===== config.mk =====
export PLATFORM = sky130hd
export DESIGN_NAME = mem_stage_access_ctrl
export DESIGN_NICKNAME = d
export VERILOG_FILES = /design/src/rtl/mem_stage_access_ctrl.sv
export SDC_FILE = /design/constraint.sdc
export NUM_CORES = 1
export LEC_CHECK = 0
export CORE_UTILIZATION = 43
export CTS_CLUSTER_DIAMETER = 80
export DETAILED_ROUTE_END_ITERATION = 12
export PLACE_DENSITY = 0.81
export SKIP_LAST_GASP = 1
export SYNTH_ARGS = -nofsm -noshare
export SYNTH_HDL_FRONTEND = slang
export SYNTH_SLANG_ARGS = --single-unit
export TNS_END_PERCENT = 30

===== constraint.sdc =====
create_clock -name clk -period 2.1 [get_ports clk]
set_input_delay 0.21 -clock clk [delete_from_list [all_inputs] [get_ports clk]]
set_output_delay 0.21 -clock clk [all_outputs]
set_load 0.03 [all_outputs]

===== src/rtl/mem_stage_access_ctrl.sv =====
// Memory-stage access controller.
// Converts the EX/MEM memory control bundle into a single handshaked request
// to a multi-cycle data memory. While the access is outstanding it holds the
// front of the pipeline, and it returns registered load data to MEM/WB.
// Store data can be forwarded from the instruction that is currently in WB.
module mem_stage_access_ctrl #(
    parameter int unsigned TIMEOUT_CYCLES = 255
) (
    input  logic        clk,
    input  logic        rst,
    input  logic [15:0] EX_MEM_ALU_out,
    input  logic [17:0] EX_MEM_MEM_signals,
    input  logic [3:0]  EX_MEM_SrcReg2,
    input  logic        MEM_WB_RegWrite,
    input  logic [3:0]  MEM_WB_reg_rd,
    input  logic [15:0] MEM_WB_write_data,
    output logic        dmem_req,
    output logic        dmem_wr,
    output logic [15:0] dmem_addr,
    output logic [15:0] dmem_wdata,
    input  logic [15:0] dmem_rdata,
    input  logic        dmem_ready,
    output logic        MEM_stall,
    output logic [15:0] MEM_rdata,
    output logic        mem_err
);

    // The wait counter runs from 0 up to TIMEOUT_CYCLES-1. The counter is
    // sized for the largest allowed timeout.
    localparam logic [15:0] CNT_LAST = 16'(TIMEOUT_CYCLES - 32'd1);

    typedef enum logic [1:0] {
        IDLE = 2'd0,
        BUSY = 2'd1,
        DONE = 2'd2
    } state_t;

    // This bundle is captured once per access and then held constant.
    typedef struct packed {
        logic        wr;
        logic [15:0] addr;
        logic [15:0] wdata;
    } mem_req_t;

    state_t      state_q, state_d;
    mem_req_t    req_fields_q;
    logic        req_q;
    logic [15:0] wait_cnt_q;
    logic [15:0] rdata_q;
    logic        err_q;

    // These are fields of the EX/MEM control bundle.
    logic [15:0] mem_write_data;
    logic        mem_enable;
    logic        mem_write;

    assign mem_write_data = EX_MEM_MEM_signals[17:2];
    assign mem_enable     = EX_MEM_MEM_signals[1];
    assign mem_write      = EX_MEM_MEM_signals[0];

    // MEM-to-MEM forwarding: when the WB instruction writes the store-data
    // source register, its value is used. Register 0 is never a forwarding
    // source.
    logic        fwd;
    logic [15:0] store_data;

    assign fwd        = mem_write & MEM_WB_RegWrite
                      & (MEM_WB_reg_rd == EX_MEM_SrcReg2)
                      & (MEM_WB_reg_rd != 4'd0);
    assign store_data = fwd ? MEM_WB_write_data : mem_write_data;

    // Access start and completion events. A ready response takes priority
    // over a timeout that falls in the same cycle. Ready is only meaningful
    // while in BUSY.
    logic start_acc;
    logic ready_hit;
    logic timeout_hit;

    assign start_acc   = (state_q == IDLE) & mem_enable;
    assign ready_hit   = (state_q == BUSY) & dmem_ready;
    assign timeout_hit = (state_q == BUSY) & ~dmem_ready & (wait_cnt_q == CNT_LAST);

    // Next-state logic and stall generation. DONE releases the stall for one
    // cycle so that EX/MEM can advance without the same access issuing twice.
    always_comb begin
        state_d   = state_q;
        MEM_stall = 1'b0;
        case (state_q)
            IDLE: begin
                if (mem_enable) begin
                    MEM_stall = 1'b1;
                    state_d   = BUSY;
                end
            end
            BUSY: begin
                MEM_stall = 1'b1;
                if (ready_hit || timeout_hit) begin
                    state_d = DONE;
                end
            end
            DONE: begin
                state_d = IDLE;
            end
            default: begin
                state_d = IDLE;
            end
        endcase
    end

    // State register.
    always_ff @(posedge clk) begin
        if (rst) begin
            state_q <= IDLE;
        end else begin
            state_q <= state_d;
        end
    end

    // Request register. The fields are captured at issue, and req drops when
    // the access completes or is aborted.
    always_ff @(posedge clk) begin
        if (rst) begin
            req_q        <= 1'b0;
            req_fields_q <= '0;
        end else if (start_acc) begin
            req_q              <= 1'b1;
            req_fields_q.wr    <= mem_write;
            req_fields_q.addr  <= EX_MEM_ALU_out;
            req_fields_q.wdata <= store_data;
        end else if (ready_hit || timeout_hit) begin
            req_q <= 1'b0;
        end
    end

    // Wait counter. It is cleared at issue and advances on each BUSY cycle
    // that has no ready.
    always_ff @(posedge clk) begin
        if (rst) begin
            wait_cnt_q <= '0;
        end else if (start_acc) begin
            wait_cnt_q <= '0;
        end else if ((state_q == BUSY) && !ready_hit && !timeout_hit) begin
            wait_cnt_q <= wait_cnt_q + 16'd1;
        end
    end

    // Load data return. A read that times out returns zero. A store leaves
    // the last load value in place.
    always_ff @(posedge clk) begin
        if (rst) begin
            rdata_q <= '0;
        end else if (ready_hit && !req_fields_q.wr) begin
            rdata_q <= dmem_rdata;
        end else if (timeout_hit && !req_fields_q.wr) begin
            rdata_q <= '0;
        end
    end

    // Sticky error flag. Only reset clears it.
    always_ff @(posedge clk) begin
        if (rst) begin
            err_q <= 1'b0;
        end else if (timeout_hit) begin
            err_q <= 1'b1;
        end
    end

    assign dmem_req   = req_q;
    assign dmem_wr    = req_fields_q.wr;
    assign dmem_addr  = req_fields_q.addr;
    assign dmem_wdata = req_fields_q.wdata;
    assign MEM_rdata  = rdata_q;
    assign mem_err    = err_q;

endmodule


Word-level counts from Yosys, hierarchy flattened
Index checks and enable logic that the tools add are counted.

word-level totals
  register bits after elaboration = 69
  bits in latches = 0
  bits in writable memories = 0
  bits in read-only memories = 0
  output and inout port bits = 52
  word-level logic and storage cells = 46
  memories = 0

cells by class
  add/sub/neg operators = 1
  multiply operators = 0
  div/mod/pow operators = 0
  $lt $le $gt $ge = 0
  eq/ne operators = 5
  shifts and indexed selects = 0
  multiplexer cells = 10
  bitwise operators = 8
  reduce and logical (&&, ||, !) cells = 14

operators with widths
  operator                                                                 number
  16-bit 2-to-1 mux                                                        3
  16-bit by 1-bit adder with 16-bit output (second input constant)         1
  16-bit by 8-bit equality test with 1-bit output (second input constant)  1
  1-bit AND                                                                7
  4-bit equality test                                                      1
  1-bit logical AND                                                        4
  2-bit 2-to-1 mux                                                         2
  2-bit case mux with 2 select lines                                       1
  2-bit nonzero test                                                       2
  4-bit nonzero test                                                       1
  1-bit logical NOT                                                        3
  1-bit 2-to-1 mux                                                         3
  2-bit by 1-bit equality test with 1-bit output (second input constant)   1
  2-bit logical NOT                                                        1
  2-bit by 1-bit != test with 1-bit output (second input constant)         1
  2-bit != test (second input constant)                                    1
  1-bit case mux with 2 select lines                                       1
  2-bit AND reduction                                                      1
  2-bit OR reduction                                                       1
  1-bit logical OR                                                         1
  1-bit NOT                                                                1

Longest topological paths before layout
Gate-level depths: netlist (run 1).

  depth in word-level cells = 6
  mapped depth = 7
  depth with buffers taken out = 6

Least setup slack after synthesis (run 1)
OpenSTA, ideal clock, no wires.

  kind = reg-to-reg
  from = register wait_cnt_q[11]
  to = register state_q[0]
  data arrival time = 1747 ps
  required time = 1972 ps
  setup slack = 225 ps
  stages on the path, launching flop included = 6
  buffers on the path = 1
  clock period less this slack = 1875 ps
  path through = dfxtp_1 or4_1 or4_4 buf_2 a21oi_1 nor2_1

on the way
  longest elaborated chain between the ends = 5

ends and longest elaborated chain
  what                                                       RTL line  source
  start: declaration                                         48        logic [15:0] wait_cnt_q;
  start signal: assignment                                   143       wait_cnt_q <= wait_cnt_q + 16'd1;
  16-bit by 8-bit equality test with 1-bit output            81        assign timeout_hit = (state_q == BUSY) & ~dmem_ready & (wait_cnt_q == CNT_LAST);
  1-bit AND                                                  81
  1-bit logical OR                                           97        if (ready_hit || timeout_hit) begin
  2-bit by 1-bit != test with 1-bit output (no source line)  -
  2-bit AND reduction (no source line)                       -
  end signal: assignment                                     115       state_q <= state_d;
  end: declaration                                           45        state_t state_q, state_d;

No other way between the ends.
A chain may end at the register's enable or synchronous reset.

Final worst setup path (run 1)
  from = register wait_cnt_q[12]
  to = register wait_cnt_q[2]

on the way
  longest elaborated chain between the ends = 4

ends and longest elaborated chain
  what                                             RTL line  source
  16-bit by 8-bit equality test with 1-bit output  81
  1-bit AND                                        81
  1-bit logical NOT                                142       end else if ((state_q == BUSY) && !ready_hit && !timeout_hit) begin
  1-bit logical AND                                142

No other way between the ends.

==> run metrics, run 1 <==
diodes inserted=0; FP Rows=30; Root Driver=clkbuf_8; via count=3368; first-pass GRT wire length=14.8 mm; IO Pins=130; ANT nets after route=0; port bufs=129; Syn Inst Count=368; total core area=6870 sq um; vias in the first global route=3347; Reg clk slew, reported paths=0.08 ns; Die Y=86.6 um; Via density=5.58; Tcrit/Tclk final=95.7%; ys flop type=dfxtp_1; syn_area_per_cell=8.37 sq um; hold buffers post-CTS=0; PostCTS Resize Cnt=0; Slew Viols, Final=0; Total Neg Setup Slack=0 ns; number of distinct library cells after synthesis=40; cts bufs inserted=9; relative slew slack=71.5%; pin count of the biggest net entering global routing=38; Area after DPL=4570 sq um; Tightest Hold Check Type=in -> reg; Clock Skew=0.0115 ns; Setup Viol. Count Final=0; worst skew pair latency=0.35 ns; drt first-iter violations=194; DRC violations left=0; Synth-to-Final Area Change=55.9%; Syn Nets=448; clk sinks=69; pre-CTS setup slack=0.000581 ns; mapped cell area=3080 sq um; post-layout instance area=4800 sq um; Die ar.=7500 sq um; GRT Overall Usage=25.1%; first-pass detailed-route iteration total=5; Worst R2R Setup Slack=0.09 ns; Crit path arrival time=2.30 ns; Die X=86.6 um; Ys Warns=0; VDD IR max=513 uV; Final Hold Slack=0.296 ns; Initial Utilization=44.8%; register bit total from synthesis=69; DP HPWL=6.59 mm; static leakage=1.63 nW; power density over cell area=719 nW/um^2; total setup buffers inserted after CTS=0; kind of critical path=reg -> reg; FMAX=498 MHz; total gr overflow=0; share of post-route cells with drive strength above 1=10.0%; clk buf depth=2; FFs w/ async S/R, synth=0%; initial antenna violation count=0; Critical Path RT=2.39 ns; CTS tree=yes; Worst Max-Slew Pin Slew=0.424 ns; MaxCap Viol Count=0; CP max FO=22; post-layout min period=2.01 ns; Final WS setup=0.0902 ns; final WL=9.32 mm; post-synthesis sequential area ratio=44.9%; RSZ-0062 raised after global routing=false; Placer Congestion=0.874; status=finished, final reports clean; Worst Setup End Kind=flop; startpoint types=flop; CTS H-tree depth=3; number of flops mapped to enable cells by yosys=0; DR WL/cell=15.4 um; Final Hold Viols=0; Final #Nets=583
## cell usage in the layout (no fill, tap or decap), drive strengths merged, types with 2 or more instances in the layout
master         instances
a21oi                 43
a22oi                 16
a311oi                16
a31oi                  3
buf                   27
bufinv                 2
clkbuf                10
clkdlybuf4s50        128
clkinv                 2
dfxtp                 69
ha                     2
inv                    7
nand2                 38
nand2b                 2
nand3                 22
nand4                 21
nor2                  30
nor3                   3
nor3b                  2
nor4                   6
o21ai                  6
o31ai                 19
or2                    2
or3                    5
or3b                   2
or4                    6
xnor2                  5
xor2                   3
## final timing paths
check,cells after the start,startpoint,to
setup reg to reg,4,wait_cnt_q[12]$_SDFFE_PP0P_,wait_cnt_q[2]$_SDFFE_PP0P_
setup / recovery,4,wait_cnt_q[12]$_SDFFE_PP0P_,wait_cnt_q[2]$_SDFFE_PP0P_
hold / removal,2,rst,dmem_wdata[1]$_SDFFE_PP0P_
hold reg to reg,2,dmem_addr[5]$_SDFFE_PP0P_,dmem_addr[5]$_SDFFE_PP0P_
## critical path, cell delays in order (launching register included)
cell and delay, ns:
dfxtp_1 0.36, or4_1 0.58, or4_4 0.66, a31oi_1 0.22, o21a_1 0.14
## where the power goes
group          switching, mW  total, mW  leakage [nW]  internal [mW]
Combinational          0.401      0.765         0.953          0.364
Sequential            0.0491       1.43         0.564           1.38
Clock                  0.540       1.25         0.113          0.711
Total                  0.990       3.45          1.63           2.46
## layer usage
metal | up-vias | wire [um] | part of all wire, % | global-route usage (%)
met3 | 13 | 766 | 8.2 | 9.24
li1 | 1643 | - | - | -
met5 | - | 0 | 0 | 0
met4 | 0 | 131 | 1.4 | 8.94
met1 | 1588 | 3750 | 40 | 28.3
met2 | 124 | 4670 | 50 | 43.5
## flip-flops by register name, indices dropped and copies added (netlist names)
name,cells
MEM_rdata,16
state_q,2
mem_err,1
wait_cnt_q,16
dmem_addr,16
dmem_wr,1
dmem_wdata,16
dmem_req,1
## cell families after synthesis
| family | share of synthesized area, % |
|---|---|
| and+or+nand+nor | 23.9 |
| AOI/OAI and AO/OA | 23.3 |
| DFF | 44.9 |
| buffers and inverters | 4.92 |
| xor gates and xnor gates | 2.28 |
| adders and majority gates | 0.813 |
## cell type report
| type | instances | area, sq um |
|---|---|---|
| fillers | 557 | 2070 |
| flip-flops and latches | 69 | 1380 |
| repair buffers | 155 | 1490 |
| well taps | 96 | 120 |
| clock buffers | 10 | 138 |
| multi-input cells | 262 | 1550 |
| inverters | 6 | 22.5 |
| clock inverters | 6 | 93.8 |
## Yosys cell counts, types with 2 or more instances
cell type  instances  area (sq um)
a21oi_1           43           215
a22oi_1           16           120
a311oi_1          16           140
a31oi_1            3          18.8
buf_2              4          20.0
clkbuf_1          26          97.6
dfxtp_1           69          1380
ha_1               2          25.0
inv_1              5          18.8
nand2_1           38           143
nand2b_1           2          12.5
nand3_1           22           110
nand4_1           21           131
nor2_1            30           113
nor3_1             3          15.0
nor4_1             6          37.5
o21ai_0            6          30.0
o31ai_1           19           143
or2_2              2          12.5
or3_1              5          31.3
or4_1              4          30.0
or4_4              2          22.5
xnor2_1            5          43.8
xor2_1             3          26.3
## metrics by stage
step / cells / power [mW] / utilization, %
floorplan: 368 / 1.83 / -
global placement: 588 / 2.21 / 66.5
detailed placement: 588 / 2.22 / 66.5
CTS: 604 / 3.47 / 69.9
global route: 604 / 3.59 / 69.9
finish: 604 / 3.45 / 69.9
No activity file was read; power rests on OpenSTA's default activity.
==> run 2: changes to the inputs <==
--- a/config.mk
+++ b/config.mk
@@ -9,6 +9,7 @@
 export CTS_CLUSTER_DIAMETER = 80
 export DETAILED_ROUTE_END_ITERATION = 12
 export PLACE_DENSITY = 0.81
+export RECOVER_POWER = 100
 export SKIP_LAST_GASP = 1
 export SYNTH_ARGS = -nofsm -noshare
 export SYNTH_HDL_FRONTEND = slang
==> run 2 against run 1 <==
  * Worst hold slack improved by 0.0021 ns
  * Core utilization decreased by 0.53 points
  * Critical path depth unchanged
  * First-iteration DRC count decreased by 12%
  * Fmax increased by 0.60%
  * Critical path type unchanged
  * Critical endpoint unchanged
==> run metrics, run 2 (same netlist as run 1, synthesis figures left out) <==
final WL=9.34 mm; DP HPWL=6.59 mm; first-pass detailed-route iteration total=6; Setup Viol. Count Final=0; total core area=6870 sq um; crit path from=wait_cnt_q[12]$_SDFFE_PP0P_; Root Driver=clkbuf_8; IO Pins=130; hold path depth=2; first-pass GRT wire length=14.8 mm; Synth-to-Final Area Change=54.7%; via count=3387; Final Hold Slack=0.298 ns; Final Hold Viols=0; port bufs=129; Die ar.=7500 sq um; combinational power share=21.4%; commonest non-fill, non-tap cell in the layout=clkdlybuf4s50_1; Worst Max-Slew Pin Slew=0.703 ns; total gr overflow=0; Worst Setup End Kind=flop; CTS tree=yes; total setup buffers inserted after CTS=0; Via density=5.61; fillers=564; clk buf depth=2; FF-to-FF path depth=4; VDD IR max=512 uV; most frequent cells in the layout=75 x clkdlybuf4s50_1, 69 x dfxtp_1, 53 x dlygate4sd3_1; post-layout min period=2.00 ns; GRT Overall Usage=25.1%; hold buffers post-CTS=0; Die X=86.6 um; clk sinks=69; DRC violations left=0; PostCTS Resize Cnt=0; DR WL/cell=15.5 um; FP Rows=30; MaxCap Viol Count=0; Buf+Inv Stages, Crit Path=0; Reg clk slew, reported paths=0.08 ns; FMAX=501 MHz; crit-path cells=or4_1 > or4_4 > a31oi_1 > o21a_1; Critical Path RT=2.39 ns; R2R Path End=wait_cnt_q[2]$_SDFFE_PP0P_; power density over cell area=716 nW/um^2; Psw=0.986 mW; worst r2r src=wait_cnt_q[12]$_SDFFE_PP0P_; Seq pwr share=41.9%; Final #Nets=583; Tcrit/Tclk final=95.1%; vias in the first global route=3347; RSZ-0062 raised after global routing=false; Total Neg Setup Slack=0 ns; status=finished, final reports clean; Internal Power=2.43 mW; share of power burned in the clock network=36.7%; Slew Viols, Final=0; storage element area=1380 sq um; Max stage delay on crit path=0.66 ns; startpoint types=flop; worst skew pair latency=0.35 ns; end point of the critical path=wait_cnt_q[2]$_SDFFE_PP0P_; Tightest Hold Check Type=in -> reg; diodes inserted=0; Die Y=86.6 um; relative slew slack=53.1%; kind of critical path=reg -> reg; cts bufs inserted=9; CP max FO=22; pin count of the biggest net entering global routing=38; post-layout instance area=4760 sq um; crit path max-delay cell type=or4_4; Worst R2R Setup Slack=0.10 ns; CTS H-tree depth=3; Area after DPL=4570 sq um; cell family with most CP delay=simple AND/OR/NAND/NOR gates; Initial Utilization=44.8%; total power=3.41 mW; ANT nets after route=0; Sw Ratio=28.9%; drt first-iter violations=170; area of the multi-input gates=1540 sq um; Crit path arrival time=2.29 ns; Clock Skew=0.0105 ns; Layout Utilization=69.4%; Placer Congestion=0.874; share of post-route cells with drive strength above 1=8.86%; initial antenna violation count=0; static leakage=1.76 nW; CP Depth=4
-- run 2: cell count changes in the layout (fill, tap and decap cells not counted), sizes merged --
cell	previous run	this run
buf	27	23
dlygate4sd3	0	53
clkbuf	10	14
clkdlybuf4s50	128	75
-- run 2: worst min-delay path by stage --
| stage | slack (ns) | startpoint | end |
|---|---|---|---|
| 3_3_place_gp | 0.44 | dmem_addr[6]$_SDFFE_PP0P_ | dmem_addr[6]$_SDFFE_PP0P_ |
| 6_report | 0.30 | rst | dmem_wdata[1]$_SDFFE_PP0P_ |
| 5_1_grt | 0.32 | rst | dmem_wdata[6]$_SDFFE_PP0P_ |
| 4_1_cts | 0.29 | rst | dmem_wdata[6]$_SDFFE_PP0P_ |
| 2_1_floorplan | 0.35 | EX_MEM_ALU_out[0] | dmem_addr[0]$_SDFFE_PP0P_ |
| 3_5_place_dp | 0.45 | dmem_addr[1]$_SDFFE_PP0P_ | dmem_addr[1]$_SDFFE_PP0P_ |
-- run 2: area by class of cell --
| type | instances | share of cell area (%) |
|---|---|---|
| Clock buffer | 10 | 2.89 |
| Multi-Input combinational cell | 262 | 32.3 |
| Sequential cell | 69 | 29.0 |
| Tap cell | 96 | 2.52 |
| Clock inverter | 6 | 1.97 |
| Timing Repair Buffer | 155 | 30.8 |
| Inverter | 6 | 0.473 |
-- run 2: power by group through the flow --
stage / Sequential (mW) / Combinational (mW) / Clock, mW
after global routing: 1.44 / 0.780 / 1.33
after detailed placement: 1.46 / 0.759 / 0
after floorplan: 1.60 / 0.234 / 0
after global placement: 1.46 / 0.751 / 0
final: 1.43 / 0.731 / 1.25
after CTS: 1.43 / 0.766 / 1.27
-- run 2: worst reg2reg max path, stage by stage (launching register included) --
cell     delay, ns
dfxtp_1       0.36
or4_1         0.57
or4_4         0.66
a31oi_1       0.22
o21a_1        0.13
-- run 2: stage by stage --
step           instances  setup WS [ns]
6_report             604          0.102
5_1_grt              604         0.0119
2_1_floorplan        368          0.225
3_5_place_dp         588       0.000581
4_1_cts              604          0.118
3_3_place_gp         588         0.0362
-- run 2: per-layer routing --
metal	wire, um	vias to the layer above	share of wire, %	track usage (%)
met2	4610	131	49	43.5
met1	3800	1599	41	28.3
li1	-	1644	-	-
met4	132	0	1.4	8.94
met3	796	13	8.5	9.24
met5	0	-	0	0
